## src/rtl/uart_pkg.sv

```systemverilog
// uart_pkg: constants and parity helper shared by the UART transmit
// and receive blocks.
package uart_pkg;

  localparam int FRAME_BITS = 11;
  localparam int K_W        = 19;
  localparam int START_POS  = 0;
  localparam int STOP_POS   = 10;
  localparam int CNT_W      = 4;

  // Parity over the 7 or 8 data bits in use; odd sense inverts.
  function automatic logic parity(
    input logic [7:0] data,
    input logic       eight,
    input logic       ohel
  );
    logic p;
    p = ^data[6:0];
    if (eight) p = p ^ data[7];
    return p ^ ohel;
  endfunction

endpackage

```

## src/rtl/uart_bit_timer.sv

```systemverilog
// uart_bit_timer: free counter 0..k while enabled, one-clock btu at k.
// Held at zero while disabled so every bit starts on a fresh count.
module uart_bit_timer #(
  parameter int W = 19
) (
  input  logic         clk,
  input  logic         rst,
  input  logic         en,
  input  logic [W-1:0] k,
  output logic         btu
);

  logic [W-1:0] cnt;

  assign btu = en && (cnt == k);

  always_ff @(posedge clk or posedge rst) begin
    if (rst) begin
      cnt <= '0;
    end else if (!en || btu) begin
      cnt <= '0;
    end else begin
      cnt <= cnt + 1'b1;
    end
  end

endmodule

```

## src/rtl/uart_transmit.sv

```systemverilog
// uart_transmit: frames a byte (start, 7/8 data, parity, stop) onto tx.
// Defining UART_TX_BREAK_EN adds brk, which holds the line low.
module uart_transmit
  import uart_pkg::*;
#(
  parameter int FRAME_BITS = uart_pkg::FRAME_BITS,
  parameter int K_W        = uart_pkg::K_W
) (
  input  logic           clk,
  input  logic           rst,
  input  logic           load,
  input  logic [7:0]     out_port,
  input  logic           eight,
  input  logic           parity_en,
  input  logic           ohel,
  input  logic [K_W-1:0] k,
`ifdef UART_TX_BREAK_EN
  input  logic           brk,
`endif
  output logic           tx,
  output logic           TXRDY
);

  logic brk_w;
`ifdef UART_TX_BREAK_EN
  assign brk_w = brk;
`else
  assign brk_w = 1'b0;
`endif

  logic [7:0]            hold;
  logic                  load_d1;
  logic                  doit;
  logic                  btu;
  logic                  acc;
  logic                  done;
  logic                  par;
  logic                  brk_q;
  logic                  brk_idle;
  logic [CNT_W-1:0]      bit_cnt;
  logic [FRAME_BITS-1:0] sr;
  logic [FRAME_BITS-1:0] frame;

  assign acc      = load & TXRDY & ~brk_w;
  assign done     = btu && (bit_cnt == CNT_W'(FRAME_BITS - 1));
  assign brk_idle = brk_w & ~doit & ~load_d1;
  assign par      = parity(hold, eight, ohel);

  always_comb begin
    frame            = '1;
    frame[START_POS] = 1'b0;
    frame[7:1]       = hold[6:0];
    frame[8]         = eight ? hold[7] : (parity_en ? par : 1'b1);
    frame[9]         = (eight & parity_en) ? par : 1'b1;
    frame[STOP_POS]  = 1'b1;
  end

  uart_bit_timer #(
    .W(K_W)
  ) u_timer (
    .clk(clk),
    .rst(rst),
    .en (doit),
    .k  (k),
    .btu(btu)
  );

  always_ff @(posedge clk or posedge rst) begin
    if (rst) begin
      hold    <= '0;
      load_d1 <= 1'b0;
      doit    <= 1'b0;
      bit_cnt <= '0;
      sr      <= '1;
      tx      <= 1'b1;
      TXRDY   <= 1'b1;
      brk_q   <= 1'b0;
    end else begin
      load_d1 <= acc;
      brk_q   <= brk_idle;
      if (acc) begin
        hold  <= out_port;
        TXRDY <= 1'b0;
      end
      if (load_d1) begin
        sr      <= frame;
        doit    <= 1'b1;
        bit_cnt <= '0;
      end else if (btu) begin
        sr      <= {1'b1, sr[FRAME_BITS-1:1]};
        bit_cnt <= done ? '0 : bit_cnt + 1'b1;
        if (done) begin
          doit  <= 1'b0;
          TXRDY <= ~brk_w;
        end
      end
      // A break only starts between frames and owns the line until released.
      if (brk_idle) begin
        tx    <= 1'b0;
        TXRDY <= 1'b0;
      end else begin
        tx <= doit ? sr[0] : 1'b1;
        if (brk_q) TXRDY <= 1'b1;
      end
    end
  end

endmodule

```

## config.mk

```make
export PLATFORM = sky130hd
export DESIGN_NAME = uart_transmit
export DESIGN_NICKNAME = d
export VERILOG_FILES = /design/src/rtl/uart_pkg.sv /design/src/rtl/uart_bit_timer.sv /design/src/rtl/uart_transmit.sv
export SDC_FILE = /design/constraint.sdc
export NUM_CORES = 1
export LEC_CHECK = 0
export ABC_AREA = 1
export CAP_MARGIN = 25
export CORE_ASPECT_RATIO = 0.7
export CORE_MARGIN = 2
export CORE_UTILIZATION = 57
export DETAILED_ROUTE_END_ITERATION = 10
export HOLD_SLACK_MARGIN = 0.1
export PLACE_DENSITY = 0.83
export SYNTH_ARGS = -nofsm -noshare
export SYNTH_HDL_FRONTEND = slang
export SYNTH_SLANG_ARGS = --single-unit
```

## constraint.sdc

```tcl
create_clock -name clk -period 3 [get_ports clk]
set_input_delay 0.3 -clock clk [delete_from_list [all_inputs] [get_ports clk]]
set_output_delay 0.3 -clock clk [all_outputs]
set_load 0.05 [all_outputs]
```

# == Yosys cells after proc, flatten, opt, wreduce, memory -nomap -nowiden ==
# Cells that the tools add are included.
# classes
n_reduce_logical,8
muxes,18
bitwise,4
addsub,2
eq_ne,2
# ops
cell,n
$mux W11,2
$add A19 B1 Y19 const B,1
$eq A19 B19 Y1,1
$mux W19,1
$mux W1,12
$mux W4,3
$reduce_xor A7 Y1,1
$add A4 B1 Y4 const B,1
$eq A4 B4 Y1 const B,1
$reduce_bool A2 Y1,2
$and A1 B1 Y1,2
$logic_and A1 B1 Y1,2
$reduce_and A2 Y1,1
$xor A1 B1 Y1,2
$logic_not A1 Y1,1
$logic_or A1 B1 Y1,1
# word_totals
ff_bits,46
word_cells,42
out_inout_bits,2
input_bits,33

# == Logic depth before layout (Yosys ltp) ==
# depth
ltp_word,7
depth_mapped,13

# == Modules after synthesis ==
# Synthesis repeated with hierarchy kept, for this count alone.
# unflattened
cells_unflattened,345
area_unflattened_um2,2553.7
# modules_own_cells
mod,area_per_inst_um2,n_inst,cells_per_inst
uart_bit_timer,1302.5,1,196
uart_transmit,1251.2,1,149

# == Worst setup path before layout ==
# Ideal clock, no wire load.
# synth_timing
path_type,reg-to-reg
startpoint,reg u_timer.cnt[0]
endpoint,reg u_timer.cnt[16]
arrival_time_ns,1.472
stages_incl_launch_ff,10
period_less_slack_ns,1.558
slack_ns,1.442
path_buffers,0
cell_sequence,dfrtp_1 > ha_1 > nand2_1 > inv_1 > nand2_1 > nor3_4 > nand4_1 > nor2_1 > nor2_1 > nor3_1
# synth_via
elab_chain_cells,4
word_cells_on_any_way,5
cone_classes,add/sub (1); eq/ne (1); mux (1); reduce/logical (2)
# synth_lines
element,line_no,source
"start, declared",uart_bit_timer.sv:13,logic [W-1:0] cnt;
"start signal, assigned",uart_bit_timer.sv:23,cnt <= cnt + 1'b1;
"parallel branches: the longest is 3 deep, another holds $add A19 B1 Y19",-,
$mux W19 *,uart_bit_timer.sv:20,end else if (!en || btu) begin
# Mark *: on every way between the ends.
# A chain may end at the register's enable or synchronous reset.

# == Worst setup path after layout ==
# layout_timing
startpoint,reg TXRDY
endpoint,out TXRDY
# layout_rtl
element,line_no,source
"start, declared",uart_transmit.sv:21,output logic TXRDY
"start signal, assigned",uart_transmit.sv:94,TXRDY <= ~brk_w;
# No word-level cell between the ends.

==> flow_summary.ini <==
[pwr]
internal_power_mw = 0.9887
ir_drop_v = 0.0003480
seqPwrFrac_pct = 50.5
power.net_switching_mw = 0.3223
p_per_area_nw_per_um2 = 412.0
power.share.clock_pct = 36.9
p_comb_share_pct = 12.6
finalPower_mw = 1.311
p_leak_nw = 1.527
swShare_pct = 24.59

[worst_setup_path]
max_stage_delay_ps = 800
critPathTopFamily = buffers and inverters
crit_cells = 1
worstPathRequired_ps = 2700
r2r_slack_ps = 1110
cp_slowest_cell = clkdlybuf4s50_1
startpoint = TXRDY
crit_path_end_kind = output pin
timing.rr.end = u_timer.cnt[16]
endpoint = TXRDY
startpoint_type = flip-flop
path_max_fanout = 3
worstPathArrival_ps = 1650
reg2reg_depth = 8
reg2reg_from = u_timer.cnt[0]
worstSetupPathType = flip-flop to output pin
crit_chain = clkdlybuf4s50_1
cp_num_buf_inv = 1

[timing]
fin_skew_ps = 9.074
final.period_utilization_pct = 64.94
tightest_slew_ps = 571.0
setup_viol = 0
slew-limit-headroom_pct = 61.93
rsz0062_at_grt = no
hold_viol_final = 0
max_freq_mhz = 513.3
finalCriticalPeriod_ps = 1948
drv_slew = 0
tns_ps = 0

[final_layout]
nNetsFinal = 436
fin_util_pct = 71.84
area_growth_pct = 18.78
final_layout_size_suffix_gt1_share_pct = 10.97
num_antenna_cells = 0

[cts]
post_cts_buffers = 0
cts_tree = yes
clk_pin_slew_ps = 90
cts_buffers = 5
clkSinkCount = 45
holdBufCountCts = 0
clock_path_buffers = 2
htreeDepth = 2
cts_root_buffer = clkbuf_8
ctsResizeCount = 0
clk_latency_ps = 310

[global_route]
use_met1_pct = 34.54
grt_max_degree = 46
met3_usage_pct = 4.826
grt_overflow = 0
track_usage_pct = 23.37
first_global_vias = 1979
grt.met2_usage_pct = 34.88
grt_busiest_layer = met2
antenna_found_initial = 0
grt_pass1_wl_microns = 9246

[drt]
dr.pass1.iters = 4
drc = 0
drt-total-wl_microns = 5552
wl_per_cell_microns = 12.18
final_antenna_net_count = 0
first_iter_violations = 136
via_count = 2279
routed_via_density = 4.998

[place]
gp_congestion = 0.8732
place_hpwl_microns = 4197
port_buffers = 34

[outcome]
status = finished, final reports clean

[yosys]
netlist_area_sq_um = 2679
synth_seq_area_share_pct = 42.60
synth_cell_types = 31
ys_warn_count = 0
ys_ff_latch = 45
syn_nets = 398
syn_avg_cell_area_sq_um = 7.400
netlist_instances = 362

[floorplanning]
die_h_microns = 61.36
core-area_sq_um = 4429
dieArea_sq_um = 5273
rows = 20
start_util_pct = 60.48
ios = 35
die_w_microns = 85.94

[job]
drv_cap = 0

[min_path]
hp-class = input port to asynchronous set/reset pin
metal layers:
metal | part of all wire [%] | up-vias
met5 | 0 | -
met4 | 0.85 | 0
met3 | 4.9 | 4
met2 | 43 | 39
met1 | 51 | 1043
li1 | - | 1193
worst register-to-register path: cells and delay by family (launching register included):
family        cells  cell delay (ps)
buf+inv           1               70
fa+ha+maj         1              300
flops             1              470
simple gates      6              940
per-stage QoR:
step | instances | hold slack [ps] | area [sq um] | setup WS (ps)
floorplan | 362 | 363.0 | 2679 | 1442
global route | 456 | 489.3 | 3182 | 907.3
finish | 456 | 439.8 | 3182 | 1052
CTS | 456 | 465.9 | 3182 | 1041
detailed placement | 448 | 467.8 | 3065 | 1013
global placement | 448 | 460.9 | 3065 | 1050
power by group through the flow:
stage / Clock, mW / Sequential (mW) / Combinational (mW)
2_1_floorplan: 0 / 0.666 / 0.0988
3_3_place_gp: 0 / 0.671 / 0.159
3_5_place_dp: 0 / 0.672 / 0.166
4_1_cts: 0.487 / 0.661 / 0.167
5_1_grt: 0.522 / 0.665 / 0.189
6_report: 0.484 / 0.662 / 0.165
cell usage after synthesis, drive strengths merged:
master    n  share of area (%)
nand4     6                2.0
ha        3                1.4
nor2     37                6.6
dfrtp    33                 31
xnor2     5                1.6
inv      57                8.0
clkinv    1               0.14
nand2   128                 19
nand3    18                3.7
o21ai    23                4.9
clkbuf    2               0.28
nor4      1               0.23
nor3b     3               0.84
a21oi     6                1.1
o21bai    1               0.28
a211oi    1               0.28
nor3     10                2.3
nand3b    2               0.56
xor2     11                3.6
dfstp    12                 12
buf       2               0.84
cells in the final DEF (no fill, tap or decap):
cell type,netlist,routed
nor2_4,4,4
nor4_1,1,1
nor3_1,9,9
ha_1,3,3
nor3_4,1,1
nand3b_1,2,2
clkinv_1,1,1
xnor2_1,5,5
clkdlybuf4s50_1,0,34
o21ai_0,18,18
o21ai_1,1,1
nand2_2,3,3
nand3_1,16,16
inv_2,4,4
nand4_1,5,5
nand4_4,1,1
dfstp_2,12,12
a21oi_1,6,6
bufinv_16,0,1
nand2_1,123,123
inv_1,53,53
clkbuf_1,2,1
nand3_2,2,2
buf_4,0,1
clkbuf_8,0,6
nor2_2,3,3
nor3b_1,3,3
a211oi_1,1,1
o21bai_1,1,1
o21ai_2,4,4
xor2_1,11,11
nor2_1,30,30
dfrtp_1,33,33
nand2_4,2,2
kinds of logic (layout without fill, tap and decap cells):
family / count (synthesis) / count (layout) / share of synthesized area [%]
AND/OR/NAND/NOR: 205 / 205 / 34.98
XOR/XNOR: 16 / 16 / 5.231
AO/OA/AOI/OAI: 31 / 31 / 6.539
adder cells (fa/ha/maj): 3 / 3 / 1.401
flip-flops: 45 / 45 / 42.60
buffers and inverters: 62 / 101 / 9.248
final cells by class:
type	instances	area (sq um)
inverter	58	217.7
multi-input combinational	255	1290
clock inverter	1	30.03
clock buffer	7	86.33
sequential	45	1141
tap	55	68.82
fill	368	1247
timing repair buffer	35	347.8
flip-flops by register name (all words and copies together) (netlist names):
name	cells
u_timer.cnt	19
load_d1	1
sr	10
hold	8
TXRDY	1
bit_cnt	4
tx	1
doit	1
how the worst min path moves through the flow:
| stage | startpoint | end | slack, ps | cells after the start |
|---|---|---|---|---|
| detailed placement | sr[0] | tx | 470 | 2 |
| floorplan | load | TXRDY | 360 | 1 |
| global route | sr[8] | sr[8] | 490 | 2 |
| finish | rst | u_timer.cnt[12] | 440 | 3 |
| CTS | rst | u_timer.cnt[12] | 470 | 3 |
| global placement | sr[2] | sr[2] | 460 | 2 |
Power figures use the tool's default switching activity.
